$ cat config.mk
export PLATFORM = sky130hd
export DESIGN_NAME = accel_job_sched
export DESIGN_NICKNAME = d
export VERILOG_FILES = /design/src/rtl/accel_job_sched.sv
export SDC_FILE = /design/constraint.sdc
export NUM_CORES = 1
export LEC_CHECK = 0
export BUFFER_PORTS_ARGS = -buffer_cell sky130_fd_sc_hd__buf_2
export CORE_MARGIN = 8
export CORE_UTILIZATION = 60
export DETAILED_ROUTE_END_ITERATION = 12
export PLACE_DENSITY = 0.79
export SYNTH_ARGS = -nofsm -noshare
export SYNTH_HDL_FRONTEND = slang
export SYNTH_SLANG_ARGS = --single-unit
export TNS_END_PERCENT = 30
$ cat constraint.sdc
create_clock -name clk -period 7.6 [get_ports clk]
set_clock_uncertainty 0.15 [all_clocks]
set_input_delay 0 -clock clk [delete_from_list [all_inputs] [get_ports clk]]
set_output_delay 0 -clock clk [all_outputs]
set_load 0.005 [all_outputs]
$ cat src/rtl/accel_job_sched.sv
// accel_job_sched: job FIFO, validation and start/done/timeout supervision for the byte-increment accelerator.
// Optional performance counters are compiled in when ACC_SCHED_PERF_EN is defined.
package accel_pkg;
  typedef enum logic [0:0] {ST_IDLE = 1'b0, ST_RUNNING = 1'b1} acc_state_t;
endpackage

module accel_job_sched
  import accel_pkg::*;
#(
  parameter int FIFO_DEPTH     = 4,
  parameter int TIMEOUT_CYCLES = 1024,
  parameter int CYC_WIDTH      = 16
) (
  input  logic                          clk,
  input  logic                          rst,
  input  logic                          push_valid,
  output logic                          push_ready,
  input  logic [3:0]                    push_tag,
  input  logic [7:0]                    push_max_cnt,
  input  logic [7:0]                    push_incr,
  input  logic                          flush,
  output logic                          acc_start,
  output logic [7:0]                    acc_max_cnt,
  output logic [7:0]                    acc_incr,
  input  logic                          acc_done,
  input  acc_state_t                    acc_state,
  output logic                          cmpl_valid,
  input  logic                          cmpl_ready,
  output logic [3:0]                    cmpl_tag,
  output logic [1:0]                    cmpl_status,
  output logic [CYC_WIDTH-1:0]          cmpl_cycles,
  output logic                          busy,
  output logic [$clog2(FIFO_DEPTH):0]   jobs_pending
`ifdef ACC_SCHED_PERF_EN
  ,
  output logic [15:0]                   perf_jobs_ok,
  output logic [15:0]                   perf_jobs_err,
  output logic [31:0]                   perf_busy_cycles
`endif
);
  localparam int PW = $clog2(FIFO_DEPTH);
  localparam int TW = $clog2(TIMEOUT_CYCLES + 1);
  localparam logic [1:0] STAT_OK      = 2'd0;
  localparam logic [1:0] STAT_INVALID = 2'd1;
  localparam logic [1:0] STAT_TIMEOUT = 2'd2;

  typedef enum logic [2:0] {S_IDLE, S_LAUNCH, S_RUN, S_WAIT_IDLE, S_REPORT} state_t;

  state_t            state_r, state_nxt_s;
  logic [19:0]       fifo_mem_r [FIFO_DEPTH];
  logic [PW-1:0]     wr_ptr_r, rd_ptr_r;
  logic [PW:0]       count_r;
  logic              full_s, push_s, pop_s;
  logic [19:0]       head_s;
  logic              head_invalid_s, timeout_s;
  logic [CYC_WIDTH-1:0] cyc_cnt_r, cyc_inc_s;
  logic [TW-1:0]     tmo_cnt_r;
  logic [3:0]        tag_r;
  logic [1:0]        status_r;
  logic [7:0]        max_cnt_r, incr_r;

  assign full_s         = (count_r == (PW+1)'(FIFO_DEPTH));
  assign push_ready     = !full_s && !flush && !rst;
  assign push_s         = push_valid && push_ready;
  assign head_s         = fifo_mem_r[rd_ptr_r];
  assign head_invalid_s = head_s[8] || (head_s[15:8] == 8'd0);
  assign timeout_s      = (tmo_cnt_r == TW'(TIMEOUT_CYCLES - 1));
  assign cyc_inc_s      = (&cyc_cnt_r) ? cyc_cnt_r : cyc_cnt_r + CYC_WIDTH'(1);

  assign acc_start    = (state_r == S_LAUNCH);
  assign cmpl_valid   = (state_r == S_REPORT);
  assign busy         = (state_r != S_IDLE) || (count_r != (PW+1)'(0));
  assign jobs_pending = count_r;
  assign acc_max_cnt  = max_cnt_r;
  assign acc_incr     = incr_r;
  assign cmpl_tag     = tag_r;
  assign cmpl_status  = status_r;
  assign cmpl_cycles  = cyc_cnt_r;

  // Job storage; data needs no reset since occupancy guards every read.
  always_ff @(posedge clk) begin
    if (push_s) fifo_mem_r[wr_ptr_r] <= {push_tag, push_max_cnt, push_incr};
  end

  // Queue pointers and occupancy; flush empties the queue outright.
  always_ff @(posedge clk) begin
    if (rst || flush) begin
      wr_ptr_r <= PW'(0);
      rd_ptr_r <= PW'(0);
      count_r  <= (PW+1)'(0);
    end else begin
      if (push_s) wr_ptr_r <= wr_ptr_r + PW'(1);
      if (pop_s)  rd_ptr_r <= rd_ptr_r + PW'(1);
      case ({push_s, pop_s})
        2'b10:   count_r <= count_r + (PW+1)'(1);
        2'b01:   count_r <= count_r - (PW+1)'(1);
        default: count_r <= count_r;
      endcase
    end
  end

  // State register.
  always_ff @(posedge clk) begin
    if (rst) state_r <= S_IDLE;
    else     state_r <= state_nxt_s;
  end

  // Next-state and pop decision; done outside RUN/WAIT_IDLE is ignored.
  always_comb begin
    state_nxt_s = state_r;
    pop_s       = 1'b0;
    case (state_r)
      S_IDLE: begin
        if ((count_r != (PW+1)'(0)) && !flush && !cmpl_valid) begin
          pop_s       = 1'b1;
          state_nxt_s = head_invalid_s ? S_REPORT : S_LAUNCH;
        end else begin
          state_nxt_s = S_IDLE;
        end
      end
      S_LAUNCH: state_nxt_s = S_RUN;
      S_RUN: begin
        if (acc_done)       state_nxt_s = S_REPORT;
        else if (timeout_s) state_nxt_s = S_WAIT_IDLE;
        else                state_nxt_s = S_RUN;
      end
      S_WAIT_IDLE: begin
        if (acc_done || (acc_state == ST_IDLE)) state_nxt_s = S_REPORT;
        else                                    state_nxt_s = S_WAIT_IDLE;
      end
      S_REPORT: begin
        if (cmpl_ready) state_nxt_s = S_IDLE;
        else            state_nxt_s = S_REPORT;
      end
      default: state_nxt_s = S_IDLE;
    endcase
  end

  // Job registers, cycle/timeout counters and the completion record.
  always_ff @(posedge clk) begin
    if (rst) begin
      tag_r     <= 4'd0;
      max_cnt_r <= 8'd0;
      incr_r    <= 8'd0;
      status_r  <= STAT_OK;
      cyc_cnt_r <= CYC_WIDTH'(0);
      tmo_cnt_r <= TW'(0);
    end else begin
      case (state_r)
        S_IDLE: begin
          if (pop_s) begin
            tag_r     <= head_s[19:16];
            max_cnt_r <= head_s[15:8];
            incr_r    <= head_s[7:0];
            cyc_cnt_r <= CYC_WIDTH'(0);
            status_r  <= head_invalid_s ? STAT_INVALID : STAT_OK;
          end
        end
        S_LAUNCH: begin
          cyc_cnt_r <= CYC_WIDTH'(0);
          tmo_cnt_r <= TW'(0);
        end
        S_RUN: begin
          cyc_cnt_r <= cyc_inc_s;
          tmo_cnt_r <= tmo_cnt_r + TW'(1);
          if (acc_done)       status_r <= STAT_OK;
          else if (timeout_s) status_r <= STAT_TIMEOUT;
        end
        default: ;
      endcase
    end
  end

`ifdef ACC_SCHED_PERF_EN
  // Wrapping performance counters, cleared only by reset.
  always_ff @(posedge clk) begin
    if (rst) begin
      perf_jobs_ok     <= 16'd0;
      perf_jobs_err    <= 16'd0;
      perf_busy_cycles <= 32'd0;
    end else begin
      if (cmpl_valid && cmpl_ready) begin
        if (status_r == STAT_OK) perf_jobs_ok  <= perf_jobs_ok + 16'd1;
        else                     perf_jobs_err <= perf_jobs_err + 16'd1;
      end
      if (busy) perf_busy_cycles <= perf_busy_cycles + 32'd1;
    end
  end
`endif

endmodule

==> results.txt <==
----------------------------------------------------
[Timing]
  Highest attainable clock frequency ... 272.2 MHz
  Final critical-path share of the clock period ... 0.4834
  Max-slew headroom at the worst pin ... 0.2439
  Slew of the pin with the lowest slew margin ... 1134 ps
  Number of failing setup endpoints in the final timing report ... 0
  Setup repair after global routing missed its margin ... no
  Final-layout setup total negative slack ... 0 ps
  Crit path time final ... 3673 ps
  Count of pins over their slew limit ... 0
  Final Hold Viols ... 0

[CTS]
  Depth of the CTS H-tree ... 4
  Root buf cell ... sky130_fd_sc_hd__clkbuf_8
  Clk buf depth ... 2
  Number of clock sinks seen by CTS ... 141
  Clock transition at the registers of the reported paths ... 60 ps
  Number of buffers created by CTS ... 17
  Insertion delay of the later-clocked pin in the worst-skew pair ... 530 ps
  TritonCTS clock tree ... yes

[Logic synthesis]
  Flip-flop cell with the highest count after synthesis ... sky130_fd_sc_hd__edfxtp_1
  Dominant cells by area after synthesis ... sky130_fd_sc_hd__edfxtp_1, sky130_fd_sc_hd__dfxtp_1, sky130_fd_sc_hd__mux4_2
  Proportion of synthesized flip-flops having asynchronous set or reset ... 0
  Netlist area before placement ... 5730 um2
  Synthesized instance count ... 449
  Number of enable flip-flop cells after synthesis ... 80
  Most used standard cells in the synthesized netlist ... sky130_fd_sc_hd__edfxtp_1, sky130_fd_sc_hd__dfxtp_1, sky130_fd_sc_hd__nand2_1
  Number of distinct library cells after synthesis ... 53
  Proportion of synthesized chip area in sequential cells ... 0.6323
  Leading cell type by number of instances after synthesis ... sky130_fd_sc_hd__edfxtp_1
  Area share of the largest cell type after synthesis ... 0.4192
  Avg Cell Area, Syn ... 12.76 um2
  Number of nets in the synthesized netlist ... 484
  Total of warnings raised by yosys ... 0
  Synthesis-stage register bit count ... 141
  Cell taking the most area after synthesis ... sky130_fd_sc_hd__edfxtp_1

[Critical path]
  Setup crit start kind ... register
  Arrival time of data at the critical path endpoint ... 3980 ps
  Cell seen most often among critical-path stages ... sky130_fd_sc_hd__or3_1
  Critical path buffer and inverter count ... 2
  Crit-path cells ... or3_1 -> or3_1 -> clkinv_1 -> ha_1 -> inv_1 -> fa_1 -> xor2_1 -> or3_1 -> a21oi_1
  Worst Path Class, Setup ... reg2reg
  Cell with the biggest individual delay on the critical path ... sky130_fd_sc_hd__clkinv_1
  Worst EP required ... 7900 ps
  CP delay by family, top ... simple AND/OR/NAND/NOR gates
  Delay contributed by the slowest stage of the critical path ... 840 ps
  Highest fanout seen on the critical path ... 26
  Nature of the critical path endpoint ... register

[Pwr]
  Fraction of power consumed by sequential logic ... 0.467
  Combinational cell fraction of total power ... 0.031
  Int Pwr ... 1.377 mW
  Switching part of the total ... 0.2112
  Areal power density over the cells ... 247.5 nW/um2
  Static Leak ... 2.544 nW
  IR Drop Worst-Case VDD ... 0.3195 mV
  Clock network fraction of total power ... 0.502
  Net Sw Power ... 368.5 uW

[Place]
  Final Wtd Congestion ... 0.7723
  Detail Placement HPWL ... 7674 um
  Input/output buffers ... 71

[GRT]
  Tot GR Track Use ... 0.2103
  Number of global-route vias before repair ... 4074
  First-pass GRT wire length ... 20720 um
  Remaining global-route overflow ... 0
  Antenna violations before repair ... 0
  Maximum number of pins on one net before global-route repair ... 41

[Floorplanning]
  Total core area ... 9240 um2
  Full die area ... 12930 um2
  DIE HEIGHT ... 113.7 um
  Initial cell density of the core ... 0.6202
  Die width ... 113.7 um
  Cell row count ... 35
  Total I/O pin count ... 72

[Status]
  Status ... finished clean

[Routing]
  Post-detailed-route via-to-cell ratio ... 5.804
  Iteration-0 DRC Markers ... 303
  Total vias in the final route ... 3993
  Post-Route WL ... 12980 um
  Wire length per cell ... 18.87 um
  Detailed-router iteration count before antenna repair ... 4
  Number of design rule violations left after detail routing ... 0
  Final ANT Viol Nets ... 0

[Final layout]
  Nets ... 581
  Layout area overhead ... 23.08%
  Final core utilization ... 0.7633
  Fill cell count ... 554
  Proportion of layout cells with a drive suffix above 1 ... 0.2200
  Inserted Diodes ... 0

[Run]
  Max cap viols ... 0

[Hold path]
  Path category of the worst min-delay check ... in2reg

----------------------------------------------------
[path summary, 6_finish.rpt]
kind         cells past startpoint                            to  slack (ps)                      from
min                              2   fifo_mem_r[3][17]$_DFFE_PP_          80               push_tag[1]
max reg2reg                      9  jobs_pending[2]$_SDFFE_PP0P_        3930     state_r[0]$_SDFF_PP0_
max                              9  jobs_pending[2]$_SDFFE_PP0P_        3930     state_r[0]$_SDFF_PP0_
min reg2reg                      2      acc_incr[2]$_SDFFE_PP0P_         310  acc_incr[2]$_SDFFE_PP0P_
[power by group through the flow]
| stage | logic (mW) | clock network, mW | registers, mW |
|---|---|---|---|
| floorplan | 0.0228 | 0 | 0.831 |
| global placement | 0.0405 | 0 | 0.831 |
| detailed placement | 0.0426 | 0 | 0.831 |
| CTS | 0.0536 | 0.879 | 0.815 |
| global route | 0.0592 | 0.913 | 0.815 |
| finish | 0.0544 | 0.876 | 0.815 |
[repair_timing]
action / 4_1_cts / 5_1_grt
gates resized for setup: 0 / 0
hold buffers: 27 / 0
setup buffers: 0 / 0
endpoints found under the hold margin: 128 / 0
[sequential cells by signal, indices dropped and copies added (netlist names), 3 cells and up, named ones only]
name and flops:
acc_incr 8, acc_max_cnt 8, cmpl_cycles 16, cmpl_tag 4, fifo_mem_r 80, jobs_pending 3, state_r 3, tmo_cnt_r 11
[cell families (layout without fill, tap and decap cells)]
logic type / after synthesis / count (layout) / share of synthesized area
compound gates: 82 / 82 / 0.08712
xor+xnor: 12 / 12 / 0.01834
fa+ha+maj: 8 / 8 / 0.01878
buf+inv: 38 / 148 / 0.02751
flops: 141 / 141 / 0.6323
mux: 21 / 21 / 0.08494
simple gates: 147 / 147 / 0.1310
[cell type report]
class / instances / area [um2] / share of cell area
clock inverter: 14 / 203.9 / 0.02892
multi-input combinational: 270 / 1949 / 0.2764
clock buffer: 18 / 417.9 / 0.05925
sequential: 141 / 3623 / 0.5137
timing repair buffer: 99 / 633.1 / 0.08976
inverter: 17 / 63.81 / 0.009047
tap: 129 / 161.4 / 0.02288
[per-layer routing]
layer  vias to the layer above  wire, um  track usage
met3                        25       693      0.06550
met5                         -         0            0
li1                       1882         -            -
met1                      1976      4994       0.2194
met4                         0       302      0.09858
met2                       110      6994       0.3775
[placed cells by master, fill, tap and decap left out, drive strengths merged, types with 7 or more instances in the layout]
| cell type | count |
|---|---|
| nor2 | 28 |
| nand2 | 53 |
| xnor2 | 9 |
| inv | 22 |
| clkbuf | 18 |
| o21ai | 10 |
| mux4 | 20 |
| dfxtp | 61 |
| nand3 | 11 |
| a21oi | 42 |
| or4 | 10 |
| and3 | 8 |
| dlygate4sd3 | 27 |
| edfxtp | 80 |
| ha | 7 |
| nand4 | 7 |
| buf | 72 |
[per-stage QoR]
step           setup WS, ps  instances  area (um2)  power (mW)  hold WS (ps)
5_1_grt                3700        688        7053       1.787         62.57
2_1_floorplan          4770        449        5731      0.8533        -51.13
4_1_cts                3962        688        7053       1.747         49.86
3_3_place_gp           4099        629        6161      0.8711         58.10
6_report               3927        688        7053       1.745         75.57
3_5_place_dp           3991        629        6161      0.8737         68.94
Power figures use the tool's default switching activity.
